### src/rtl/nco_step_sched_pkg.sv
`default_nettype none
// ============================================================================
// Module      : nco_step_sched_pkg
// Description : Shared constants, voice-index width helper and sequencer
//               state encoding for the polyphonic NCO step scheduler.
// Revision    : 1.0 - initial release
// ============================================================================
package nco_step_sched_pkg;

  localparam int NOTE_W = 7;   // MIDI note number width / step ROM address
  localparam int STEP_W = 16;  // step ROM data width

  typedef enum logic [1:0] {
    IDLE  = 2'd0,
    RUN   = 2'd1,
    DRAIN = 2'd2
  } state_e;

  // Ceiling log2, used for the voice-index width (VOICES >= 2).
  function automatic int clog2(input int n);
    int r;
    r = 0;
    while ((1 << r) < n) r = r + 1;
    return r;
  endfunction

endpackage
`default_nettype wire

### src/rtl/nco_voice_regs.sv
`default_nettype none
// ============================================================================
// Module      : nco_voice_regs
// Description : Per-voice note/gate/phase register file. One write port for
//               note/gate updates, one read port for sweep issue and one
//               read-modify-write port for the phase accumulator stage.
//               Optional macro NCO_PHASE_RESET_EN adds per-voice restart
//               flags that zero the phase on the first update after note-on.
// Revision    : 1.0 - initial release
// ============================================================================
module nco_voice_regs
  import nco_step_sched_pkg::*;
#(
  parameter  int VOICES = 8,
  parameter  int ACC_W  = 16,
  localparam int VW     = clog2(VOICES)
) (
  input  logic              clk,
  input  logic              rst,
  // note/gate write port
  input  logic              wr_en,
  input  logic [VW-1:0]     wr_voice,
  input  logic [NOTE_W-1:0] wr_note,
  input  logic              wr_gate,
  // issue read port
  input  logic [VW-1:0]     rd_voice,
  output logic [NOTE_W-1:0] rd_note,
  output logic              rd_gate,
  // phase read-modify-write port
  input  logic              upd_en,
  input  logic [VW-1:0]     upd_voice,
  input  logic              upd_gate,
  input  logic [STEP_W-1:0] upd_step,
  output logic [ACC_W-1:0]  upd_phase
);

  logic [NOTE_W-1:0] note_q  [VOICES];
  logic [NOTE_W-1:0] note_d  [VOICES];
  logic [VOICES-1:0] gate_q;
  logic [VOICES-1:0] gate_d;
  logic [ACC_W-1:0]  phase_q [VOICES];
  logic [ACC_W-1:0]  phase_d [VOICES];
  logic [ACC_W-1:0]  base_phase;

  // Reads see the registered value, so a write in the issue cycle is not seen.
  assign rd_note = note_q[rd_voice];
  assign rd_gate = gate_q[rd_voice];

  // Note/gate write: takes effect the cycle after the strobe.
  always_comb begin
    note_d = note_q;
    gate_d = gate_q;
    if (wr_en) begin
      note_d[wr_voice] = wr_note;
      gate_d[wr_voice] = wr_gate;
    end
  end

`ifdef NCO_PHASE_RESET_EN
  logic [VOICES-1:0] restart_q;
  logic [VOICES-1:0] restart_d;

  // Restart flag: cleared by the voice's update, set by a gate 0->1 write
  // (a set in the same cycle as the update survives, as it is a newer note-on).
  always_comb begin
    restart_d = restart_q;
    if (upd_en) begin
      restart_d[upd_voice] = 1'b0;
    end
    if (wr_en && !gate_q[wr_voice] && wr_gate) begin
      restart_d[wr_voice] = 1'b1;
    end
  end

  // Restart flag register.
  always_ff @(posedge clk) begin
    if (rst) begin
      restart_q <= '0;
    end else begin
      restart_q <= restart_d;
    end
  end

  assign base_phase = restart_q[upd_voice] ? '0 : phase_q[upd_voice];
`else
  assign base_phase = phase_q[upd_voice];
`endif

  // Phase accumulate: wrapping add of the zero-extended step when gated on.
  always_comb begin
    phase_d   = phase_q;
    upd_phase = upd_gate ? (base_phase + ACC_W'(upd_step)) : base_phase;
    if (upd_en) begin
      phase_d[upd_voice] = upd_phase;
    end
  end

  // Register file state.
  always_ff @(posedge clk) begin
    if (rst) begin
      note_q  <= '{default: '0};
      gate_q  <= '0;
      phase_q <= '{default: '0};
    end else begin
      note_q  <= note_d;
      gate_q  <= gate_d;
      phase_q <= phase_d;
    end
  end

endmodule
`default_nettype wire

### src/rtl/nco_step_sched.sv
`default_nettype none
// ============================================================================
// Module      : nco_step_sched
// Description : Time-multiplexed phase-accumulator sequencer. Each sample
//               tick sweeps all voices through a shared external step ROM
//               (1-cycle registered read) and streams updated phases out.
//               Optional macro NCO_PHASE_RESET_EN: restart phase at note-on.
// Revision    : 1.0 - initial release
// ============================================================================
module nco_step_sched
  import nco_step_sched_pkg::*;
#(
  parameter  int VOICES = 8,
  parameter  int ACC_W  = 16,
  localparam int VW     = clog2(VOICES)
) (
  input  logic              clk,
  input  logic              rst,
  input  logic              sample_tick,
  input  logic              note_we,
  input  logic [VW-1:0]     note_voice,
  input  logic [NOTE_W-1:0] note_num,
  input  logic              note_gate,
  output logic              rom_ce,
  output logic [NOTE_W-1:0] rom_a,
  input  logic [STEP_W-1:0] rom_d,
  output logic              phase_valid,
  output logic [VW-1:0]     phase_voice,
  output logic [ACC_W-1:0]  phase,
  output logic              frame_done,
  output logic              busy,
  output logic              overrun
);

  localparam logic [VW-1:0] LAST_V = VW'(VOICES - 1);

  // sweep control
  state_e            state_q, state_d;
  logic [VW-1:0]     v_q, v_d;
  logic              drain_q, drain_d;
  logic              overrun_q, overrun_d;
  logic              issue;
  // rom address hold
  logic [NOTE_W-1:0] rom_a_q, rom_a_d;
  logic [NOTE_W-1:0] rd_note;
  logic              rd_gate;
  // stage 1 (ROM read in flight)
  logic              valid1_q, valid1_d;
  logic [VW-1:0]     v1_q, v1_d;
  logic              gate1_q, gate1_d;
  logic              last1_q, last1_d;
  // stage 2 outputs
  logic              phase_valid_q, phase_valid_d;
  logic [VW-1:0]     phase_voice_q, phase_voice_d;
  logic [ACC_W-1:0]  phase_out_q, phase_out_d;
  logic              frame_done_q, frame_done_d;
  logic [ACC_W-1:0]  upd_phase;

  nco_voice_regs #(
    .VOICES (VOICES),
    .ACC_W  (ACC_W)
  ) u_regs (
    .clk       (clk),
    .rst       (rst),
    .wr_en     (note_we),
    .wr_voice  (note_voice),
    .wr_note   (note_num),
    .wr_gate   (note_gate),
    .rd_voice  (v_q),
    .rd_note   (rd_note),
    .rd_gate   (rd_gate),
    .upd_en    (valid1_q),
    .upd_voice (v1_q),
    .upd_gate  (gate1_q),
    .upd_step  (rom_d),
    .upd_phase (upd_phase)
  );

  // Sweep FSM: issue one voice per cycle in RUN, then two DRAIN cycles.
  always_comb begin
    state_d   = state_q;
    v_d       = v_q;
    drain_d   = drain_q;
    overrun_d = overrun_q;
    issue     = 1'b0;
    case (state_q)
      IDLE: begin
        if (sample_tick) begin
          v_d     = '0;
          state_d = RUN;
        end
      end
      RUN: begin
        issue = 1'b1;
        if (sample_tick) overrun_d = 1'b1;
        v_d = v_q + VW'(1);
        if (v_q == LAST_V) begin
          state_d = DRAIN;
          drain_d = 1'b0;
        end
      end
      DRAIN: begin
        if (sample_tick) overrun_d = 1'b1;
        if (drain_q) begin
          state_d = IDLE;
        end else begin
          drain_d = 1'b1;
        end
      end
      default: begin
        state_d = IDLE;
      end
    endcase
  end

  // ROM request and stage-1 pipe: voice, gate and last-voice marker follow the read.
  always_comb begin
    rom_a    = issue ? rd_note : rom_a_q;
    rom_a_d  = rom_a;
    valid1_d = issue;
    v1_d     = v_q;
    gate1_d  = rd_gate;
    last1_d  = issue && (v_q == LAST_V);
  end

  // Stage 2: register the accumulated phase; voice/phase hold when idle.
  always_comb begin
    phase_valid_d = valid1_q;
    phase_voice_d = valid1_q ? v1_q : phase_voice_q;
    phase_out_d   = valid1_q ? upd_phase : phase_out_q;
    frame_done_d  = valid1_q && last1_q;
  end

  // Control and pipeline registers; reset aborts any sweep in flight.
  always_ff @(posedge clk) begin
    if (rst) begin
      state_q       <= IDLE;
      v_q           <= '0;
      drain_q       <= 1'b0;
      overrun_q     <= 1'b0;
      rom_a_q       <= '0;
      valid1_q      <= 1'b0;
      v1_q          <= '0;
      gate1_q       <= 1'b0;
      last1_q       <= 1'b0;
      phase_valid_q <= 1'b0;
      phase_voice_q <= '0;
      phase_out_q   <= '0;
      frame_done_q  <= 1'b0;
    end else begin
      state_q       <= state_d;
      v_q           <= v_d;
      drain_q       <= drain_d;
      overrun_q     <= overrun_d;
      rom_a_q       <= rom_a_d;
      valid1_q      <= valid1_d;
      v1_q          <= v1_d;
      gate1_q       <= gate1_d;
      last1_q       <= last1_d;
      phase_valid_q <= phase_valid_d;
      phase_voice_q <= phase_voice_d;
      phase_out_q   <= phase_out_d;
      frame_done_q  <= frame_done_d;
    end
  end

  assign rom_ce      = issue;
  assign busy        = (state_q != IDLE);
  assign overrun     = overrun_q;
  assign phase_valid = phase_valid_q;
  assign phase_voice = phase_voice_q;
  assign phase       = phase_out_q;
  assign frame_done  = frame_done_q;

endmodule
`default_nettype wire
### config.mk
export PLATFORM = sky130hd
export DESIGN_NAME = nco_step_sched
export DESIGN_NICKNAME = d
export VERILOG_FILES = /design/src/rtl/nco_step_sched_pkg.sv /design/src/rtl/nco_voice_regs.sv /design/src/rtl/nco_step_sched.sv
export SDC_FILE = /design/constraint.sdc
export NUM_CORES = 1
export LEC_CHECK = 0
export ABC_AREA = 0
export BUFFER_PORTS_ARGS = -buffer_cell sky130_fd_sc_hd__clkbuf_2
export CELL_PAD_IN_SITES_DETAIL_PLACEMENT = 1
export CELL_PAD_IN_SITES_GLOBAL_PLACEMENT = 1
export CORE_MARGIN = 4
export CORE_UTILIZATION = 45
export DETAILED_ROUTE_END_ITERATION = 10
export GPL_TIMING_DRIVEN = 0
export HOLD_SLACK_MARGIN = 0.08
export PLACE_DENSITY = 0.8
export SLEW_MARGIN = 0
export SYNTH_ARGS = -nofsm -noshare
export SYNTH_HDL_FRONTEND = slang
export SYNTH_HIERARCHICAL = 1
export SYNTH_SLANG_ARGS = --single-unit
### constraint.sdc
create_clock -name clk -period 8.4 [get_ports clk]
set_input_delay 0.42 -clock clk [delete_from_list [all_inputs] [get_ports clk]]
set_output_delay 0.42 -clock clk [all_outputs]
set_load 0.02 [all_outputs]
==> Word-level counts from Yosys, hierarchy flattened <==
Index checks and enable logic that the tools add are counted.
{ "word_totals": {"reg_bits": 233, "input_bits": 31, "output_inout_bits": 31, "word_cells": 91} }
{ "op_classes": {"add_sub_neg": 2, "order_cmp": 8, "eq_ne": 6, "n_mux": 28, "bitwise_logic": 3, "n_reduce_logical": 14} }
{ "ops": {"columns": ["operator", "count"], "rows": [
  ["128-bit bitwise mux", 1],
  ["16-bit two-way mux", 4],
  ["56-bit bitwise mux", 1],
  ["16-bit binary-select mux with 3-bit select", 1],
  ["16-bit demux with 3-bit select", 1],
  ["7-bit two-way mux", 4],
  ["7-bit binary-select mux with 3-bit select", 1],
  ["7-bit demux with 3-bit select", 1],
  ["16-bit adder", 1],
  ["4-bit >= comparator (second input constant)", 3],
  ["3-bit inverter with 4-bit output", 3],
  ["8-bit bitwise mux", 1],
  ["3-bit by 4-bit < comparator with 1-bit output (second input constant)", 2],
  ["4-bit by 1-bit < comparator with 1-bit output (second input constant)", 2],
  ["2-bit two-way mux", 3],
  ["2-bit != test (second input constant)", 3],
  ["2-bit case mux with 3 select lines", 1],
  ["3-bit case mux with 2 select lines", 1],
  ["2-bit AND reduction", 3],
  ["2-bit nonzero test", 3],
  ["1-bit logical AND", 5],
  ["1-bit two-way mux", 4],
  ["3-bit by 1-bit adder with 3-bit output (second input constant)", 1],
  ["1-bit binary-select mux with 3-bit select", 1],
  ["10 further kinds", 10]
]} }

==> Longest topological paths before layout <==
{ "depth": {"depth_word": 7, "ltp_mapped": 19, "ltp_nobuf": 16} }

==> Modules after synthesis <==
Netlist, hierarchy kept.
{ "modules_own_cells": {"columns": ["mod", "n_inst", "cells_each", "area_each_um2", "seq_area_each_um2"], "rows": [
  ["nco_voice_regs", 1, 1085, 9455.3, 3843.7],
  ["nco_step_sched", 1, 140, 1605.3, 820.8]
]} }

==> Worst setup path before layout <==
OpenSTA, ideal clock, no wires.
{ "synth_timing": {"path_type": "register to register", "from": "register v1_q[1]", "to": "register phase_out_q[8], in the netlist phase[8]", "setup_time_ps": 117, "arrival_ps": 3077, "required_ps": 8283, "slack_ps": 5206, "path_stages_with_launch": 17, "n_path_buf": 2, "period_less_slack_ps": 3194, "path_cell_list": "dfxtp_1 -> buf_6 -> buf_6 -> mux2_2 -> a22oi_1 -> o22a_1 -> o21ai_0 -> ha_1 -> nor2b_1 -> o21ai_1 -> a21oi_1 -> o211a_1 -> or3_1 -> a31oi_4 -> inv_1 -> mux2i_1 -> nor2_1"} }
{ "synth_via": {"elab_chain_cells": 6} }
{ "synth_lines": {"columns": ["item", "line", "text"], "rows": [
  ["start, declared", "nco_step_sched.sv:49", "logic [VW-1:0] v1_q, v1_d;"],
  ["start signal, assigned", "nco_step_sched.sv:157", "v1_q <= v1_d;"],
  ["3-bit inverter with 4-bit output (implied by the code) *", "nco_voice_regs.sv:86", "assign base_phase = phase_q[upd_voice];"],
  ["16-bit binary-select mux with 3-bit select *", "nco_voice_regs.sv:86", null],
  ["16-bit two-way mux (implied by the code) * (2 in series)", "nco_voice_regs.sv:86", null],
  ["16-bit adder", "nco_voice_regs.sv:92", "upd_phase = upd_gate ? (base_phase + ACC_W'(upd_step)) : base_phase;"],
  ["16-bit two-way mux *", "nco_voice_regs.sv:92", null],
  ["via upd_phase[8]", "nco_step_sched.sv:57", "logic [ACC_W-1:0] upd_phase;"],
  ["end signal, assigned", "nco_step_sched.sv:162", "phase_out_q <= phase_out_d;"],
  ["end, declared", "nco_step_sched.sv:55", "logic [ACC_W-1:0] phase_out_q, phase_out_d;"]
]} }
Mark *: on every way through the listed nets, which the timed path passes. The rest lies on a longest branch. The select of a mux whose other input is x is not followed.
A chain may end at the register's enable or synchronous reset.

==> Final worst setup path <==
{ "layout_timing": {"from": "register v1_q[0]", "to": "register phase_out_q[6], in the netlist phase[6]"} }
The elaborated chain is that of the path after synthesis.

==> flow_metrics.tcl <==
set metrics [dict create \
    power.leakage_nw 4.44 \
    syn_area_per_cell_um2 9.03 \
    p_per_area_nw_per_um2 230 \
    worst_pin_slew_ps 1120 \
    insertedDiodeCount 0 \
    clk_latency_ps 530 \
    required_ps 8810 \
    max_slew_margin_pct 24.8 \
    die_y_um 165 \
    rows 57 \
    cts_resized 0 \
    endpoint_kind "register" \
    die_w_um 165 \
    drtPass1Iterations 5 \
    cp_num_buf_inv 5 \
    antenna_found_initial 0 \
    drive_gt1_share_pct 16.3 \
    yosys.cell_types.count 72 \
    r2r_cells 17 \
    synth_flop_cell "dfxtp_1" \
    setup_ws_ps 4030 \
    cts.sinks 233 \
    min_period_ps 4370 \
    cp.depth 17 \
    syn_nets 1278 \
    outcome "finished, final reports clean" \
    final_antenna_net_count 0 \
    grt-ovfl-total 0 \
    fin_crit_sh_pct 52.0 \
    num_vias 9613 \
    ys_warn_count 6 \
    final_nets 1358 \
    setup_tns_ps 0 \
    max_cap_violations 0 \
    crit_start "v1_q[0]$_SDFF_PP0_" \
    cts_made_buffers 27 \
    drt_drc_violations_left 0 \
    startpoint_type "register" \
    reg2reg_slack_ps 4030 \
    ys_ff_latch 233 \
    core_area_um2 24200 \
    grt_pass1_wl_um 56900 \
    cp_data_arrival_time_ps 4780 \
    slew_viol_final 0 \
    rsz0062_at_grt "no" \
    ios 62 \
    place.gp.congestion 0.887 \
    max_freq_mhz 229 \
    fin_hold_ws_ps 192 \
    peakVddDrop_mv 0.176 \
    cpPeakStageDelay_ps 670 \
    dp_slack_ps 4150 \
    fin_skew_ps 12.3 \
    grt_max_degree 15 \
    die_area_um2 27200 \
    globalRouteTotalUtil_pct 26.7 \
    cts_tree "done" \
    clk_pin_slew_worst_paths_ps 60 \
    cts_hold_buf 0 \
    ctsRootBufferMaster "clkbuf_16" \
    syn_area_um2 11100 \
    worstHoldPathType "primary input to register" \
    cts_buffer_depth 3 \
    critical_path.endpoint "phase[6]$_SDFFE_PP0P_" \
    synth_edf_count 0 \
    cts_setup_buffers 0 \
    cpMaxStageDelayCell "mux2i_2" \
    hold_viol_final 0 \
    async_reset_ff_share_pct 0 \
    path_class "register to register" \
    critPathTopFamily "buffers and inverters" \
    crit_fanout 10 \
    h-tree-depth 1 \
    grt_pass1_vias 10100 \
    seq_area_frac_synth_pct 42.2 \
    vias_per_cell 5.83 \
    worstReg2RegEnd "phase[6]$_SDFFE_PP0P_" \
    finalSetupViolCount 0 \
    final.fill_count 2856 \
    cp_common_cell "buf_2" \
    io_buffers 51 \
    area_delta_synth_final_pct 14.5 \
    hpwlAfterDp_um 25700 \
    crit_chain "buf_2 -> buf_2 -> buf_2 -> a22oi_1 -> o221ai_1 -> ha_1 -> inv_1 -> fa_1 -> nor2b_1 -> o21ai_1 -> a21oi_1 -> nor2_1 -> xnor2_1 -> mux2i_2 -> inv_1 -> mux2i_1 -> nor2_1" \
    syn_inst 1225 \
    initialDrtViolationCount 656 \
    initial_core_util_pct 45.6 \
    wire_per_inst_um 22.1 \
    rr_startpoint "v1_q[0]$_SDFF_PP0_" \
    wl_um 36400 \
]
[cell usage in the layout (no fill, tap or decap), types with 6 or more instances in the layout]
cell type  Yosys  layout
a211oi_1      80      80
a21oi_1       89      89
nand4_1        8       8
o21ai_2        6       6
inv_1         28      28
o21ai_0       24      24
o32ai_1        8       8
clkbuf_1      45      51
or3b_1         6       6
nand2b_1      23      23
clkbuf_2       0      51
o221ai_1       6       6
clkbuf_16      0      27
mux2_2        34      34
a221oi_1      12      12
clkbuf_8       0       7
buf_6          7       7
buf_2         22      22
nand2_1      181     181
nor2b_1       19      19
mux2i_1       52      52
nor2_1       136     136
buf_1         11      11
dfxtp_1      233     233
o22ai_1        9       9
nand3b_1      17      17
a22oi_1       15      15
mux4_2        18      18
ha_1          21      21
nand3_1       14      14
[worst min-delay path: cells and delay by family]
family	cells	cell delay (ps)
buffers and inverters	1	110
AO/OA/AOI/OAI	1	70
AND/OR/NAND/NOR	1	70
[flip-flops by register name, indices dropped and copies added, names as in the netlist, 2 cells and up]
register	cells
u_regs/note_q	56
u_regs/phase_q	128
state_q	2
u_regs/gate_q	8
phase	16
rom_a_q	7
v1_d	3
v1_q	3
phase_voice	3
[routing by layer]
metal / track usage (%) / share of wire, %
met1: 33.4 / 41
met2: 46.9 / 50
met3: 3.34 / 4.9
met4: 9.94 / 3.9
met5: 0 / 0
[where the power goes]
| group | total, W | internal [W] | switching [W] |
|---|---|---|---|
| registers | 0.00116 | 0.00114 | 0.0000216 |
| clock network | 0.00124 | 0.000774 | 0.000465 |
| logic | 0.000517 | 0.000171 | 0.000345 |
| total | 0.00291 | 0.00208 | 0.000832 |
[area by class of cell]
cell class                 instances  area [µm²]  share of cell area, %
timing repair buffer              51         255                   2.02
multi-input combinational        876        5870                   46.4
clock inverter                     8         146                   1.16
clock buffer                      40         795                   6.27
buffer                            88         422                   3.33
sequential                       233        4660                   36.8
tap                              324         405                   3.20
inverter                          28         105                  0.830
[stage by stage]
stage	instance area (µm²)	instances	util, %	power (W)
3_3_place_gp	11700	1600	48.3	0.00167
4_1_cts	12700	1648	52.2	0.00293
2_1_floorplan	11100	1225	-	0.00153
5_1_grt	12700	1648	52.2	0.00303
6_report	12700	1648	52.2	0.00291
3_5_place_dp	11700	1600	48.3	0.00169
[worst min-delay path by stage]
stage	end	start	slack (ps)	depth (start not counted)
after global placement	frame_done$_SDFF_PP0_	last1_q$_SDFF_PP0_	430	1
after global routing	overrun$_SDFFE_PP0P_	sample_tick	220	3
after detailed placement	frame_done$_SDFF_PP0_	last1_q$_SDFF_PP0_	440	1
final	overrun$_SDFFE_PP0P_	sample_tick	190	3
after CTS	overrun$_SDFFE_PP0P_	sample_tick	170	3
after floorplan	frame_done$_SDFF_PP0_	last1_q$_SDFF_PP0_	410	1
[Yosys cell counts (14+ instances only)]
cell      instances  area [µm²]
nand3b_1         17         128
ha_1             21         263
mux4_2           18         405
inv_1            28         105
clkbuf_1         45         169
a22oi_1          15         113
a21oi_1          89         445
nor2b_1          19         119
nand2_1         181         679
nand2b_1         23         144
o21ai_0          24         120
mux2_2           34         383
nand3_1          14        70.1
buf_2            22         110
nor2_1          136         510
a211oi_1         80         601
dfxtp_1         233        4660
mux2i_1          52         521
[cell families after synthesis]
family | synth area share (%)
AND/OR/NAND/NOR | 18.2
adder cells (fa/ha/maj) | 2.56
buffers and inverters | 4.76
multiplexers | 13.0
AO/OA/AOI/OAI | 18.5
flip-flops | 42.2
XOR/XNOR | 0.792
No activity file was read; power rests on OpenSTA's default activity.
